==> config.mk <==
export PLATFORM = sky130hd
export DESIGN_NAME = io_input_cond_flat
export DESIGN_NICKNAME = d
export VERILOG_FILES = /design/src/rtl/io_pkg.sv /design/src/rtl/io_input_cond_if.sv /design/src/rtl/debounce_ch.sv /design/src/rtl/io_input_cond.sv /design/src/flat_wrapper.sv
export SDC_FILE = /design/constraint.sdc
export NUM_CORES = 1
export LEC_CHECK = 0
export BUFFER_PORTS_ARGS = -buffer_cell sky130_fd_sc_hd__buf_2
export CORE_MARGIN = 5
export CORE_UTILIZATION = 35
export DETAILED_ROUTE_END_ITERATION = 10
export GPL_TIMING_DRIVEN = 0
export SYNTH_ARGS = -nofsm -noshare
export SYNTH_HDL_FRONTEND = slang
export SYNTH_SLANG_ARGS = --single-unit
==> constraint.sdc <==
create_clock -name i_clk -period 5.04 [get_ports i_clk]
set_input_delay 0.504 -clock i_clk [delete_from_list [all_inputs] [get_ports i_clk]]
set_output_delay 0.504 -clock i_clk [all_outputs]
set_load 0.02 [all_outputs]
==> src/rtl/io_pkg.sv <==
// Shared sizes and the per-button debounce state encoding for the board input conditioner.
package io_pkg;

  localparam int NUM_BTN = 4;
  localparam int NUM_SW  = 32;

  typedef enum logic [1:0] {
    REL     = 2'd0,
    PEND_DN = 2'd1,
    PRS     = 2'd2,
    PEND_UP = 2'd3
  } db_state_e;

endpackage

==> src/rtl/io_input_cond_if.sv <==
// Board-side raw inputs and conditioned outputs bundled between the pins and the CPU IO port.
interface io_input_cond_if;
  import io_pkg::*;

  logic [NUM_SW-1:0]  i_sw_raw;
  logic [NUM_BTN-1:0] i_btn_raw_n;
  logic [NUM_SW-1:0]  o_io_sw;
  logic [NUM_BTN-1:0] o_io_btn;
  logic [NUM_BTN-1:0] o_btn_press;
  logic [NUM_BTN-1:0] o_btn_release;

  modport master (
    output i_sw_raw,
    output i_btn_raw_n,
    input  o_io_sw,
    input  o_io_btn,
    input  o_btn_press,
    input  o_btn_release
  );

  modport slave (
    input  i_sw_raw,
    input  i_btn_raw_n,
    output o_io_sw,
    output o_io_btn,
    output o_btn_press,
    output o_btn_release
  );

endinterface

==> src/rtl/debounce_ch.sv <==
// One push-button channel: invert, synchronize, debounce with a 4-state FSM, emit edge pulses.
module debounce_ch
  import io_pkg::*;
#(
  parameter int DEBOUNCE_CYCLES = 50000,
  parameter int SYNC_STAGES     = 2
) (
  input  logic i_clk,
  input  logic i_rst_n,
  input  logic i_btn_raw_n,
  output logic o_btn,
  output logic o_press,
  output logic o_release
);

  localparam int             CW     = $clog2(DEBOUNCE_CYCLES + 1);
  // The edge that commits a level change is the one that would bring the count to DEBOUNCE_CYCLES.
  localparam logic [CW-1:0]  C_LAST = CW'(DEBOUNCE_CYCLES - 1);

  logic [SYNC_STAGES-1:0] r_sync;
  logic                   w_sync_btn;
  db_state_e              r_state;
  logic [CW-1:0]          r_cnt;
  logic                   r_btn;
  logic                   r_press;
  logic                   r_release;

  always_ff @(posedge i_clk or negedge i_rst_n) begin
    if (!i_rst_n) begin
      r_sync <= '0;
    end else begin
      r_sync <= {r_sync[SYNC_STAGES-2:0], ~i_btn_raw_n};
    end
  end

  assign w_sync_btn = r_sync[SYNC_STAGES-1];

  always_ff @(posedge i_clk or negedge i_rst_n) begin
    if (!i_rst_n) begin
      r_state   <= REL;
      r_cnt     <= '0;
      r_btn     <= 1'b0;
      r_press   <= 1'b0;
      r_release <= 1'b0;
    end else begin
      r_press   <= 1'b0;
      r_release <= 1'b0;
      case (r_state)
        REL: begin
          if (w_sync_btn) begin
            r_state <= PEND_DN;
            r_cnt   <= CW'(1);
          end
        end
        PEND_DN: begin
          if (!w_sync_btn) begin
            r_state <= REL;
            r_cnt   <= '0;
          end else if (r_cnt >= C_LAST) begin
            r_state <= PRS;
            r_cnt   <= '0;
            r_btn   <= 1'b1;
            r_press <= 1'b1;
          end else begin
            r_cnt <= r_cnt + CW'(1);
          end
        end
        PRS: begin
          if (!w_sync_btn) begin
            r_state <= PEND_UP;
            r_cnt   <= CW'(1);
          end
        end
        PEND_UP: begin
          if (w_sync_btn) begin
            r_state <= PRS;
            r_cnt   <= '0;
          end else if (r_cnt >= C_LAST) begin
            r_state   <= REL;
            r_cnt     <= '0;
            r_btn     <= 1'b0;
            r_release <= 1'b1;
          end else begin
            r_cnt <= r_cnt + CW'(1);
          end
        end
        default: begin
          r_state <= REL;
          r_cnt   <= '0;
          r_btn   <= 1'b0;
        end
      endcase
    end
  end

  assign o_btn     = r_btn;
  assign o_press   = r_press;
  assign o_release = r_release;

endmodule

==> src/rtl/io_input_cond.sv <==
// Board input conditioner: synchronizes switches and debounces active-low push-buttons for the CPU.
module io_input_cond
  import io_pkg::*;
#(
  parameter int DEBOUNCE_CYCLES = 50000,
  parameter int SYNC_STAGES     = 2
) (
  input  logic            i_clk,
  input  logic            i_rst_n,
  io_input_cond_if.slave  io
);

  generate
    if (DEBOUNCE_CYCLES < 1 || SYNC_STAGES < 2) begin : g_bad_params
      $error("io_input_cond: DEBOUNCE_CYCLES must be >= 1 and SYNC_STAGES >= 2");
    end
  endgenerate

  logic [NUM_SW-1:0]  r_sw_sync [SYNC_STAGES];
  logic [NUM_BTN-1:0] w_btn;
  logic [NUM_BTN-1:0] w_press;
  logic [NUM_BTN-1:0] w_release;

  // Switches are level-only: synchronized but deliberately not debounced.
  always_ff @(posedge i_clk or negedge i_rst_n) begin
    if (!i_rst_n) begin
      for (int unsigned k = 0; k < SYNC_STAGES; k++) begin
        r_sw_sync[k] <= '0;
      end
    end else begin
      r_sw_sync[0] <= io.i_sw_raw;
      for (int unsigned k = 1; k < SYNC_STAGES; k++) begin
        r_sw_sync[k] <= r_sw_sync[k-1];
      end
    end
  end

  for (genvar g = 0; g < NUM_BTN; g++) begin : g_ch
    debounce_ch #(
      .DEBOUNCE_CYCLES (DEBOUNCE_CYCLES),
      .SYNC_STAGES     (SYNC_STAGES)
    ) u_ch (
      .i_clk       (i_clk),
      .i_rst_n     (i_rst_n),
      .i_btn_raw_n (io.i_btn_raw_n[g]),
      .o_btn       (w_btn[g]),
      .o_press     (w_press[g]),
      .o_release   (w_release[g])
    );
  end

  assign io.o_io_sw       = r_sw_sync[SYNC_STAGES-1];
  assign io.o_io_btn      = w_btn;
  assign io.o_btn_press   = w_press;
  assign io.o_btn_release = w_release;

endmodule

==> src/flat_wrapper.sv <==
// flat-port wrapper written by rule: the top's interface ports become plain ports
module io_input_cond_flat import io_pkg::*;
#(
  parameter int DEBOUNCE_CYCLES = 50000,
  parameter int SYNC_STAGES     = 2
)
  (i_clk, i_rst_n, io_i_sw_raw, io_i_btn_raw_n, io_o_io_sw, io_o_io_btn, io_o_btn_press, io_o_btn_release);
  io_input_cond_if io_i ();
  input  logic i_clk;
  input  logic i_rst_n;
  input wire logic [$bits(io_i.i_sw_raw)-1:0] io_i_sw_raw;
  input wire logic [$bits(io_i.i_btn_raw_n)-1:0] io_i_btn_raw_n;
  output wire logic [$bits(io_i.o_io_sw)-1:0] io_o_io_sw;
  output wire logic [$bits(io_i.o_io_btn)-1:0] io_o_io_btn;
  output wire logic [$bits(io_i.o_btn_press)-1:0] io_o_btn_press;
  output wire logic [$bits(io_i.o_btn_release)-1:0] io_o_btn_release;
  assign io_i.i_sw_raw = io_i_sw_raw;
  assign io_i.i_btn_raw_n = io_i_btn_raw_n;
  assign io_o_io_sw = io_i.o_io_sw;
  assign io_o_io_btn = io_i.o_io_btn;
  assign io_o_btn_press = io_i.o_btn_press;
  assign io_o_btn_release = io_i.o_btn_release;
  io_input_cond #(.DEBOUNCE_CYCLES(DEBOUNCE_CYCLES), .SYNC_STAGES(SYNC_STAGES)) u_core (.i_clk(i_clk), .i_rst_n(i_rst_n), .io(io_i));
endmodule
# Word-level counts from Yosys, hierarchy flattened
# Index checks and enable logic that the tools add are counted.
op_classes:
  addsub: 4
  order_cmp: 4
  eq_ne: 44
  n_mux: 92
  bitwise_logic: 4
  reduce_logical: 20
ops:
  columns: ["op", "count"]
  rows:
  - ["2-to-1 mux 16 bit", 20]
  - ["case mux 16 bit (4 select lines)", 4]
  - ["adder 16 x 1 -> 16 bit (second input constant)", 4]
  - [">= comparator 16 bit (second input constant)", 4]
  - ["2-to-1 mux 2 bit", 24]
  - ["inequality test 2 bit (second input constant)", 24]
  - ["2-to-1 mux 1 bit", 36]
  - ["case mux 2 bit (4 select lines)", 4]
  - ["inequality test 3 bit (second input constant)", 8]
  - ["AND reduction 5 bit", 4]
  - ["== test 2 bit (second input constant)", 8]
  - ["AND reduction 4 bit", 4]
  - ["== test 2 x 1 -> 1 bit (second input constant)", 4]
  - ["zero test 2 bit", 4]
  - ["case mux 1 bit (2 select lines)", 4]
  - ["AND reduction 2 bit", 4]
  - ["nonzero test 2 bit", 4]
  - ["inverter 1 bit", 4]
word_totals:
  ff_bits: 156
  input_bits: 38
  out_inout_bits: 44
  word_cells: 194

# Logic depth before layout (Yosys ltp)
# Gate-level depths: netlist of run 1.
depth:
  word_depth: 4
  mapped_depth: 7
  depth_no_buf: 6

# By module
# A second synthesis of run 1 with hierarchy kept.
unflattened:
  cells_unflattened: 579
  hier_area_um2: 6814.0
modules_own_cells:
  columns: ["mod", "instances", "cells_each", "area_per_inst_um2", "seq_area_each_um2"]
  rows:
  - ["debounce_ch at u_core.g_ch[0].u_ch ...", 3, 122, 1273.7, 575.6]
  - ["io_input_cond", 1, 96, 1841.8, 1601.5]
  - ["debounce_ch at u_core.g_ch[3].u_ch", 1, 117, 1151.1, 575.6]

# Worst setup path after synthesis of run 1
# OpenSTA, ideal clock, no wires.
synth_path:
  path_type: "reg-to-reg"
  start: "register u_core.g_ch[3].u_ch.r_cnt[0]"
  end: "register u_core.g_ch[3].u_ch.r_cnt[7]"
  setup_time_ps: 138
  arrival_ps: 1695
  required_time_ps: 4902
  path_slack_ps: 3207
  stages_incl_launch_ff: 8
  path_buffers: 1
  synth_period_minus_slack_ps: 1833
  path_cell_list: "dfrtp_1 -> ha_1 -> nand3_1 -> a2111oi_2 -> nor3_1 -> buf_2 -> a41oi_1 -> a31oi_1"
synth_between:
  elab_chain_len: 4
  word_cells_on_any_way: 6
  cone_classes: "add/sub (1); order compare (1); mux (4)"
synth_lines:
  columns: ["item", "line", "source"]
  rows:
  - ["start, declared", "debounce_ch.sv:23", "logic [CW-1:0] r_cnt;"]
  - ["start signal, assigned", "debounce_ch.sv:65", "r_cnt <= r_cnt + CW'(1);"]
  - ["start signal, assigned", "debounce_ch.sv:84", "r_cnt <= r_cnt + CW'(1);"]
  - ["adder 16 x 1 -> 16 bit or >= comparator 16 bit (tied branches)", null, null]
  - ["2-to-1 mux 16 bit *", "debounce_ch.sv:59, debounce_ch.sv:78", null]
  - ["2-to-1 mux 16 bit, on equally long branches", "debounce_ch.sv:75, debounce_ch.sv:56", null]
  - ["case mux 16 bit (4 select lines) *", "debounce_ch.sv:48", "case (r_state)"]
# Every way passes the cells marked *; elsewhere a longest branch is shown, timed or not.
# A chain may end at the register's enable or synchronous reset.

# Final worst setup path of run 1
layout_path:
  start: "register u_core.g_ch[0].u_ch.r_cnt[0]"
  end: "register u_core.g_ch[0].u_ch.r_cnt[10]"
layout_between:
  elab_chain_len: 4
  word_cells_on_any_way: 6
  cone_classes: "add/sub (1); order compare (1); mux (4)"
layout_lines:
  columns: ["item", "line"]
  rows:
  - ["start, declared", "debounce_ch.sv:23"]
  - ["start signal, assigned", "debounce_ch.sv:65"]
  - ["start signal, assigned", "debounce_ch.sv:84"]
  - ["adder 16 x 1 -> 16 bit or >= comparator 16 bit (tied branches)", null]
  - ["2-to-1 mux 16 bit *", "debounce_ch.sv:59, debounce_ch.sv:78"]
  - ["2-to-1 mux 16 bit, on equally long branches", "debounce_ch.sv:75, debounce_ch.sv:56"]
  - ["case mux 16 bit (4 select lines) *", "debounce_ch.sv:48"]
# Marked as above.

==> results of run 1 <==
## logic make-up (layout without fill, tap and decap cells)
family	Yosys count	in the layout	synth area share
AOI/OAI and AO/OA	107	107	0.111
xor gates and xnor gates	22	22	0.0312
adders and majority gates	4	4	0.00780
buffers and inverters	75	189	0.0723
DFF	156	156	0.608
muxes	4	4	0.00702
and+or+nand+nor	201	201	0.162
## power by group
part / switching, W / total (W) / leakage, nW / internal (W)
combinational: 0.000244 / 0.000396 / 1.34 / 0.000152
sequential: 0.0000603 / 0.00139 / 1.99 / 0.00133
clock: 0.000503 / 0.00131 / 0.286 / 0.000804
## worst max-delay path: stages (launching register included)
cell      delay, ns
dfrtp_1        0.38
ha_1           0.20
nand3_1        0.18
a211oi_1       0.58
nor3_1         0.25
nor2_2         0.39
nor2_1         0.10
## synth_stat cells, drive strengths merged, types with 2 or more instances
library cell  count  area (µm²)
nor4              7        65.1
mux2              4        45.0
dfrtp           156        3900
nor2             55         211
and2              4        26.3
and4              4        35.0
a31oi            16         100
nor3             17        95.1
or3              14        92.6
nand4            12        75.1
nand2            41         154
xnor2             6        52.6
o21ai            29         149
nor2b             3        18.8
o21a              4        30.0
o22a              2        17.5
nand3b            3        22.5
a21o              7        52.6
inv              20        75.1
nand3            18        90.1
a21oi            26         130
xor2             16         148
nor3b             6        45.0
and3             10        62.6
clkbuf            5        20.0
o2111ai           2        17.5
buf              50         369
a2111oi           2        42.5
a22o              7        61.3
a41oi             5        43.8
ha                4        50.1
or2               5        31.3
a211oi            2        20.0
## metrics by stage
step	std cells	utilization	setup WS (ns)
final	912	0.430	2.82
after floorplan	569	-	3.21
after global placement	879	0.394	1.20
after CTS	912	0.430	2.82
after global routing	912	0.430	2.58
after detailed placement	880	0.396	2.84
## area by class of cell
cell class / instances / area share
Timing Repair Buffer: 82 / 0.0567
Multi-Input combinational cell: 338 / 0.264
Clock inverter: 10 / 0.0181
Sequential cell: 156 / 0.504
Inverter: 20 / 0.00969
Tap cell: 229 / 0.0370
Clock buffer: 22 / 0.0599
Buffer: 55 / 0.0502
## path summary, 6_finish.rpt
check                           cells past startpoint                             to                    startpoint  slack, ns
max in group asynchronous                           2           u_core.r_sw_sync[60]                       i_rst_n       4.14
min in group i_clk                                  1           u_core.r_sw_sync[59]               io_i_sw_raw[27]       0.18
worst min register to register                      0           u_core.io.o_io_sw[8]          u_core.r_sw_sync[40]       0.35
worst max-delay path                                6  u_core.g_ch[0].u_ch.r_cnt[10]  u_core.g_ch[0].u_ch.r_cnt[0]       2.82
worst min-delay path                                1                      async pin                       i_rst_n        0.1
worst max register to register                      6  u_core.g_ch[0].u_ch.r_cnt[10]  u_core.g_ch[0].u_ch.r_cnt[0]       2.82
## per-layer routing
metal,wire length (µm),up-vias,share of wire,GRT usage
li1,-,2152,-,-
met1,5940,2178,0.47,0.169
met2,5800,134,0.46,0.188
met3,598,21,0.047,0.0417
met4,250,0,0.020,0.0518
met5,0,-,0,0
## state kept, by name (all words and copies together) (netlist names), named ones only
signal                      cells
u_core.r_sw_sync               32
u_core.g_ch.u_ch.o_btn          4
u_core.io.o_io_sw              32
u_core.g_ch.u_ch.r_cnt         64
u_core.g_ch.u_ch.o_release      4
u_core.g_ch.u_ch.r_state        4
u_core.g_ch.u_ch.o_press        4
u_core.g_ch.u_ch.r_sync         8
==> run summary, run 1 <==
TNS Setup -> 0 ns
Register area share after synthesis -> 0.608
Status -> complete, no violations
Achievable clock frequency -> 450 MHz
Post-synthesis cell count -> 569
Dpl cell area -> 7140 µm²
Routability congestion estimate -> 0.852
Overflow after GRT -> 0
Core region area -> 18000 µm²
CP Data Required Time -> 5.34 ns
PD cells -> 399 nW/µm²
Syn Nets -> 611
Antenna diode count -> 0
Bufs on Longest Clock Path -> 2
Remaining antenna violation count -> 0
Die Ht -> 145 µm
Critical Path Start Type -> register
Final Hold Fails -> 0
Peak supply drop -> 0.261 mV
Maxcap violations -> 0
Post-route cell area -> 7750 µm²
Synth async-reset ratio -> 1.00
Power Total -> 0.00309 W
First-pass GRT wire length -> 22.0 mm
Largest net degree at the start of global routing -> 86
Min-delay worst type -> input port to async pin
Critical Path AT -> 2.52 ns
Worst skew pair latency -> 0.43 ns
Cell Rows -> 49
Post-CTS Setup Bufs -> 0
Antenna violations before repair -> 0
Dominant synthesized flop cell -> dfrtp_1
Residual DRC count -> 0
Most frequent cells in the layout -> 156 x dfrtp_1, 84 x buf_2, 53 x nor2_1
Final Skew -> 0.0102 ns
Final max-slew violation count -> 0
CTS tree -> yes
Via count -> 4485
Synth Area per Inst -> 11.3 µm²
IO Count -> 82
GRT Total Usage -> 0.126
Cts-stage hold buffer count -> 0
Via/cell ratio -> 4.92
LEAKAGE -> 3.61 nW
Synth Warn # -> 0
DRT Wirelength -> 12.6 mm
Rel. slew slack -> 0.486
Post-layout minimum cycle time -> 2.22 ns
Post_cts resized -> 0
RSZ-0062 raised after global routing -> false
Die area -> 21100 µm²
Period Utilization, post-route -> 0.441
Crit Path Class -> register to register
PortBufs -> 81
DPL Wire Length -> 8.58 mm
Clock net sink count -> 156
Final setup fails -> 0
DR WL/cell -> 13.8 µm
Starting Density -> 0.356
Critical Path End Type -> register
Sequential standard cell area -> 3900 µm²
Critical path fanouts, max -> 10
Die span in x -> 145 µm
# fillers -> 1697
Area of the multi-input gates -> 2050 µm²
Worst slew pin tran -> 0.770 ns
Synth unique cells -> 55
CTS Buf Count -> 17
Clk slew on worst S/H paths -> 0.06 ns
Starting DRT DRC Count -> 309
DRT Pass-1 Iters -> 5
Most common cell after layout, fill and taps aside -> dfrtp_1
Area growth from synthesis to layout -> 20.7%
EDFF count, synth -> 0
H-tree levels -> 4
Layout cell share with drive strength beyond 1 -> 0.269
Worst hold slack -> 0.0969 ns
Vias in the first global route -> 4435
Synth Cell Area -> 6420 µm²
Yosys reg bits -> 156
Clock root cell -> clkbuf_16
Nets -> 712
Note: power is estimated with default switching activity, not from simulation.
==> inputs of run 2 (changes only) <==
Settings changed: ABC_AREA set to 1.
Clock period 5.04 ns to 1.9 ns, I/O delays scaled along.
==> run 2 against run 1 <==
Synthesized area rose by 6.6%. Highest routed layer unchanged. Flip-flop and latch count stayed put. Sequential power rose to 2.7 times the previous value. Largest cell class unchanged. Worst hold slack gained 0.16 ns.
==> run summary, run 2 <==
Most frequent cells in the layout -> 156 x dfrtp_1, 153 x nand2_1, 96 x inv_1 (was 156 x dfrtp_1, 84 x buf_2, 53 x nor2_1)
Area of the multi-input gates -> 2180 µm² (was 2050 µm²)
DR WL/cell -> 11.6 µm (was 13.8 µm)
DPL Wire Length -> 9.12 mm (was 8.58 mm)
Critical Path End Type -> register (unchanged)
Final Skew -> 0.0129 ns (was 0.0102 ns)
Critical path fanouts, max -> 10 (unchanged)
Clock power frac -> 0.420 (was 0.422)
Most common cell after layout, fill and taps aside -> dfrtp_1 (unchanged)
Area leader, netlist -> dfrtp_1 (unchanged)
Maxcap violations -> 0 (unchanged)
Critical Path Start Type -> register (unchanged)
Post-CTS Setup Bufs -> 0 (unchanged)
Most frequent cell after synthesis -> dfrtp_1 (unchanged)
Die span in x -> 150 µm (was 145 µm)
Dominant synthesized flop cell -> dfrtp_1 (unchanged)
Clock net sink count -> 156 (unchanged)
EDFF count, synth -> 0 (unchanged)
Synth unique cells -> 31 (was 55)
Grt met1 use -> 0.172 (was 0.169)
Starting Density -> 0.354 (was 0.356)
Worst skew pair latency -> 0.42 ns (was 0.43 ns)
Status -> complete, no violations (unchanged)
Inst Count DP -> 1078 (was 880)
H-tree levels -> 4 (unchanged)
RSZ-0062 raised after global routing -> false (unchanged)
Sw frac -> 0.276 (was 0.261)
Die Ht -> 150 µm (was 145 µm)
Seq pwr share -> 0.424 (was 0.450)
IO Count -> 82 (unchanged)
Cell Rows -> 51 (was 49)
Nets -> 911 (was 712)
Starting DRT DRC Count -> 296 (was 309)
Remaining antenna violation count -> 0 (unchanged)
Synth Area per Inst -> 9.35 µm² (was 11.3 µm²)
TNS Setup -> 0 ns (unchanged)
PortBufs -> 81 (unchanged)
Rel. slew slack -> 0.626 (was 0.486)
Critical Path AT -> 1.95 ns (was 2.52 ns)
Die area -> 22400 µm² (was 21100 µm²)
Sequential standard cell area -> 3900 µm² (unchanged)
Layout cell share with drive strength beyond 1 -> 0.232 (was 0.269)
Yosys reg bits -> 156 (unchanged)
Vias in the first global route -> 4958 (was 4435)
Register area share after synthesis -> 0.571 (was 0.608)
Final setup fails -> 0 (unchanged)
# fillers -> 1838 (was 1697)
Post-layout minimum cycle time -> 1.65 ns (was 2.22 ns)
Synth async-reset ratio -> 1.00 (unchanged)
Met3 Use GR -> 0.0369 (was 0.0417)
DRT Wirelength -> 13.3 mm (was 12.6 mm)
Residual DRC count -> 0 (unchanged)
Yosys top cell area share -> 0.571 (was 0.608)
Top cells by count, synth -> 156 x dfrtp_1, 153 x nand2_1, 96 x inv_1, 84 x nor2_1, 45 x buf_4 (was 156 x dfrtp_1, 53 x nor2_1, 45 x buf_4, 41 x nand2_1)
Synth Warn # -> 0 (unchanged)
LEAKAGE -> 4.22 nW (was 3.61 nW)
PD cells -> 1010 nW/µm² (was 399 nW/µm²)
Post-synthesis cell count -> 731 (was 569)
Worst slew pin tran -> 0.560 ns (was 0.770 ns)
Overflow after GRT -> 0 (unchanged)
Largest Register -> u_core.g_ch.u_ch.r_cnt (unchanged)
Via count -> 4969 (was 4485)
Largest net degree at the start of global routing -> 109 (was 86)
Crit Path Class -> register to register (unchanged)
Routability congestion estimate -> 0.824 (was 0.852)
Max reg flops -> 64 (unchanged)
DRT Pass-1 Iters -> 4 (was 5)
Via/cell ratio -> 4.33 (was 4.92)
Met2 usage -> 0.200 (was 0.188)
CTS Buf Count -> 17 (unchanged)
Period Utilization, post-route -> 0.871 (was 0.441)
Comb pwr share -> 0.156 (was 0.128)
Min-delay worst type -> input port to async pin (unchanged)
Switch Pwr -> 0.00242 W (was 0.000806 W)
Core region area -> 19300 µm² (was 18000 µm²)
Non-Filler Instances -> 1147 (was 912)
Peak supply drop -> 0.640 mV (was 0.261 mV)
Internal -> 0.00633 W (was 0.00229 W)
Top cells by area, synth -> dfrtp_1 57%, nand2_1 8.4%, inv_1 5.3% (was dfrtp_1 61%, buf_4 5.3%, nor2_1 3.1%)
Antenna violations before repair -> 0 (unchanged)
First-pass GRT wire length -> 23.2 mm (was 22.0 mm)
Clock root cell -> clkbuf_16 (unchanged)
CTS tree -> yes (unchanged)
GRT Total Usage -> 0.128 (was 0.126)
Antenna diode count -> 0 (unchanged)
Area growth from synthesis to layout -> 26.1% (was 20.7%)
CP Data Required Time -> 2.20 ns (was 5.34 ns)
Syn Nets -> 773 (was 611)
Final Hold Fails -> 0 (unchanged)
Final max-slew violation count -> 0 (unchanged)
Achievable clock frequency -> 605 MHz (was 450 MHz)
Clk slew on worst S/H paths -> 0.07 ns (was 0.06 ns)
Bufs on Longest Clock Path -> 2 (unchanged)
Busiest layer in global routing -> met2 (unchanged)
Synth Cell Area -> 6840 µm² (was 6420 µm²)
## run 2: cell count changes in the layout (fill, tap and decap cells not counted), moves of 10 or more
cell	delta
o22ai_2	+10
a31oi_1	-16
nor3_1	-10
a21oi_1	-13
nand2_1	+112
or3_1	-13
and3_1	-10
nand3_1	+24
dlygate4sd3_1	+37
inv_1	+76
nor2_1	+31
## run 2: worst max-delay path: stages, from the launching register on
cell and delay [ns]:
dfrtp_1 0.40, ha_1 0.27, nand3_2 0.13, nand2_1 0.08, nand2_1 0.05, nand2_1 0.07, nand2_1 0.12, nand3_4 0.13
buf_6 0.18, o22ai_2 0.09
## run 2: layer usage
metal,routed length (µm),share of wire
met1,6340,0.48
met2,6200,0.47
met3,564,0.043
met4,152,0.011
met5,0,0
## run 2: logic make-up after synthesis
family / synth area share
adder cells (fa/ha/maj): 0.00732
buffers and inverters: 0.110
AND/OR/NAND/NOR: 0.216
flip-flops: 0.571
XOR/XNOR: 0.0269
AO/OA/AOI/OAI: 0.0684
## run 2: per-stage QoR
step                      utilization  worst slack (ns)  cell area [µm²]  hold WS (ns)  power, W
after floorplan                     -             0.495             6840        -0.106   0.00469
after global placement          0.392             -1.79             7570         0.298   0.00506
after detailed placement        0.394             0.248             7610         0.119   0.00509
after CTS                       0.446             0.220             8620         0.254   0.00889
after global routing            0.446            0.0615             8620         0.278   0.00922
final                           0.446             0.246             8620         0.260   0.00874
## run 2: power groups by stage
stage | Sequential [W] | Combinational (W) | Clock (W)
2_1_floorplan | 0.00372 | 0.000968 | 0
3_5_place_dp | 0.00376 | 0.00133 | 0
3_3_place_gp | 0.00376 | 0.00130 | 0
4_1_cts | 0.00371 | 0.00140 | 0.00378
6_report | 0.00370 | 0.00137 | 0.00367
5_1_grt | 0.00374 | 0.00156 | 0.00392
## run 2: worst paths after layout
kind | startpoint | endpoint | slack [ns] | cells past startpoint
worst max register to register | u_core.g_ch[1].u_ch.r_cnt[0] | u_core.g_ch[1].u_ch.r_cnt[12] | 0.25 | 9
max in group asynchronous | i_rst_n | u_core.io.o_io_sw[9] | 0.80 | 3
worst min register to register | u_core.r_sw_sync[56] | u_core.io.o_io_sw[24] | 0.34 | 0
worst max-delay path | u_core.g_ch[1].u_ch.r_cnt[0] | u_core.g_ch[1].u_ch.r_cnt[12] | 0.25 | 9
min in group i_clk | u_core.r_sw_sync[56] | u_core.io.o_io_sw[24] | 0.34 | 0
worst min-delay path | i_rst_n | async pin | 0.26 | 2
## run 2: layout make-up
class                           count  share of cell area
Inverter                          100              0.0435
Tap cell                          265              0.0384
Buffer                             49              0.0437
Clock buffer                       20              0.0530
Multi-Input combinational cell    426               0.253
Clock inverter                     12              0.0215
Timing Repair Buffer              119              0.0943
Sequential cell                   156               0.453
## run 2: what timing repair did
| item | CTS | global route |
|---|---|---|
| hold buffers | 37 | 0 |
| resized for setup | 0 | 0 |
| hold endpoints to repair | 84 | 0 |
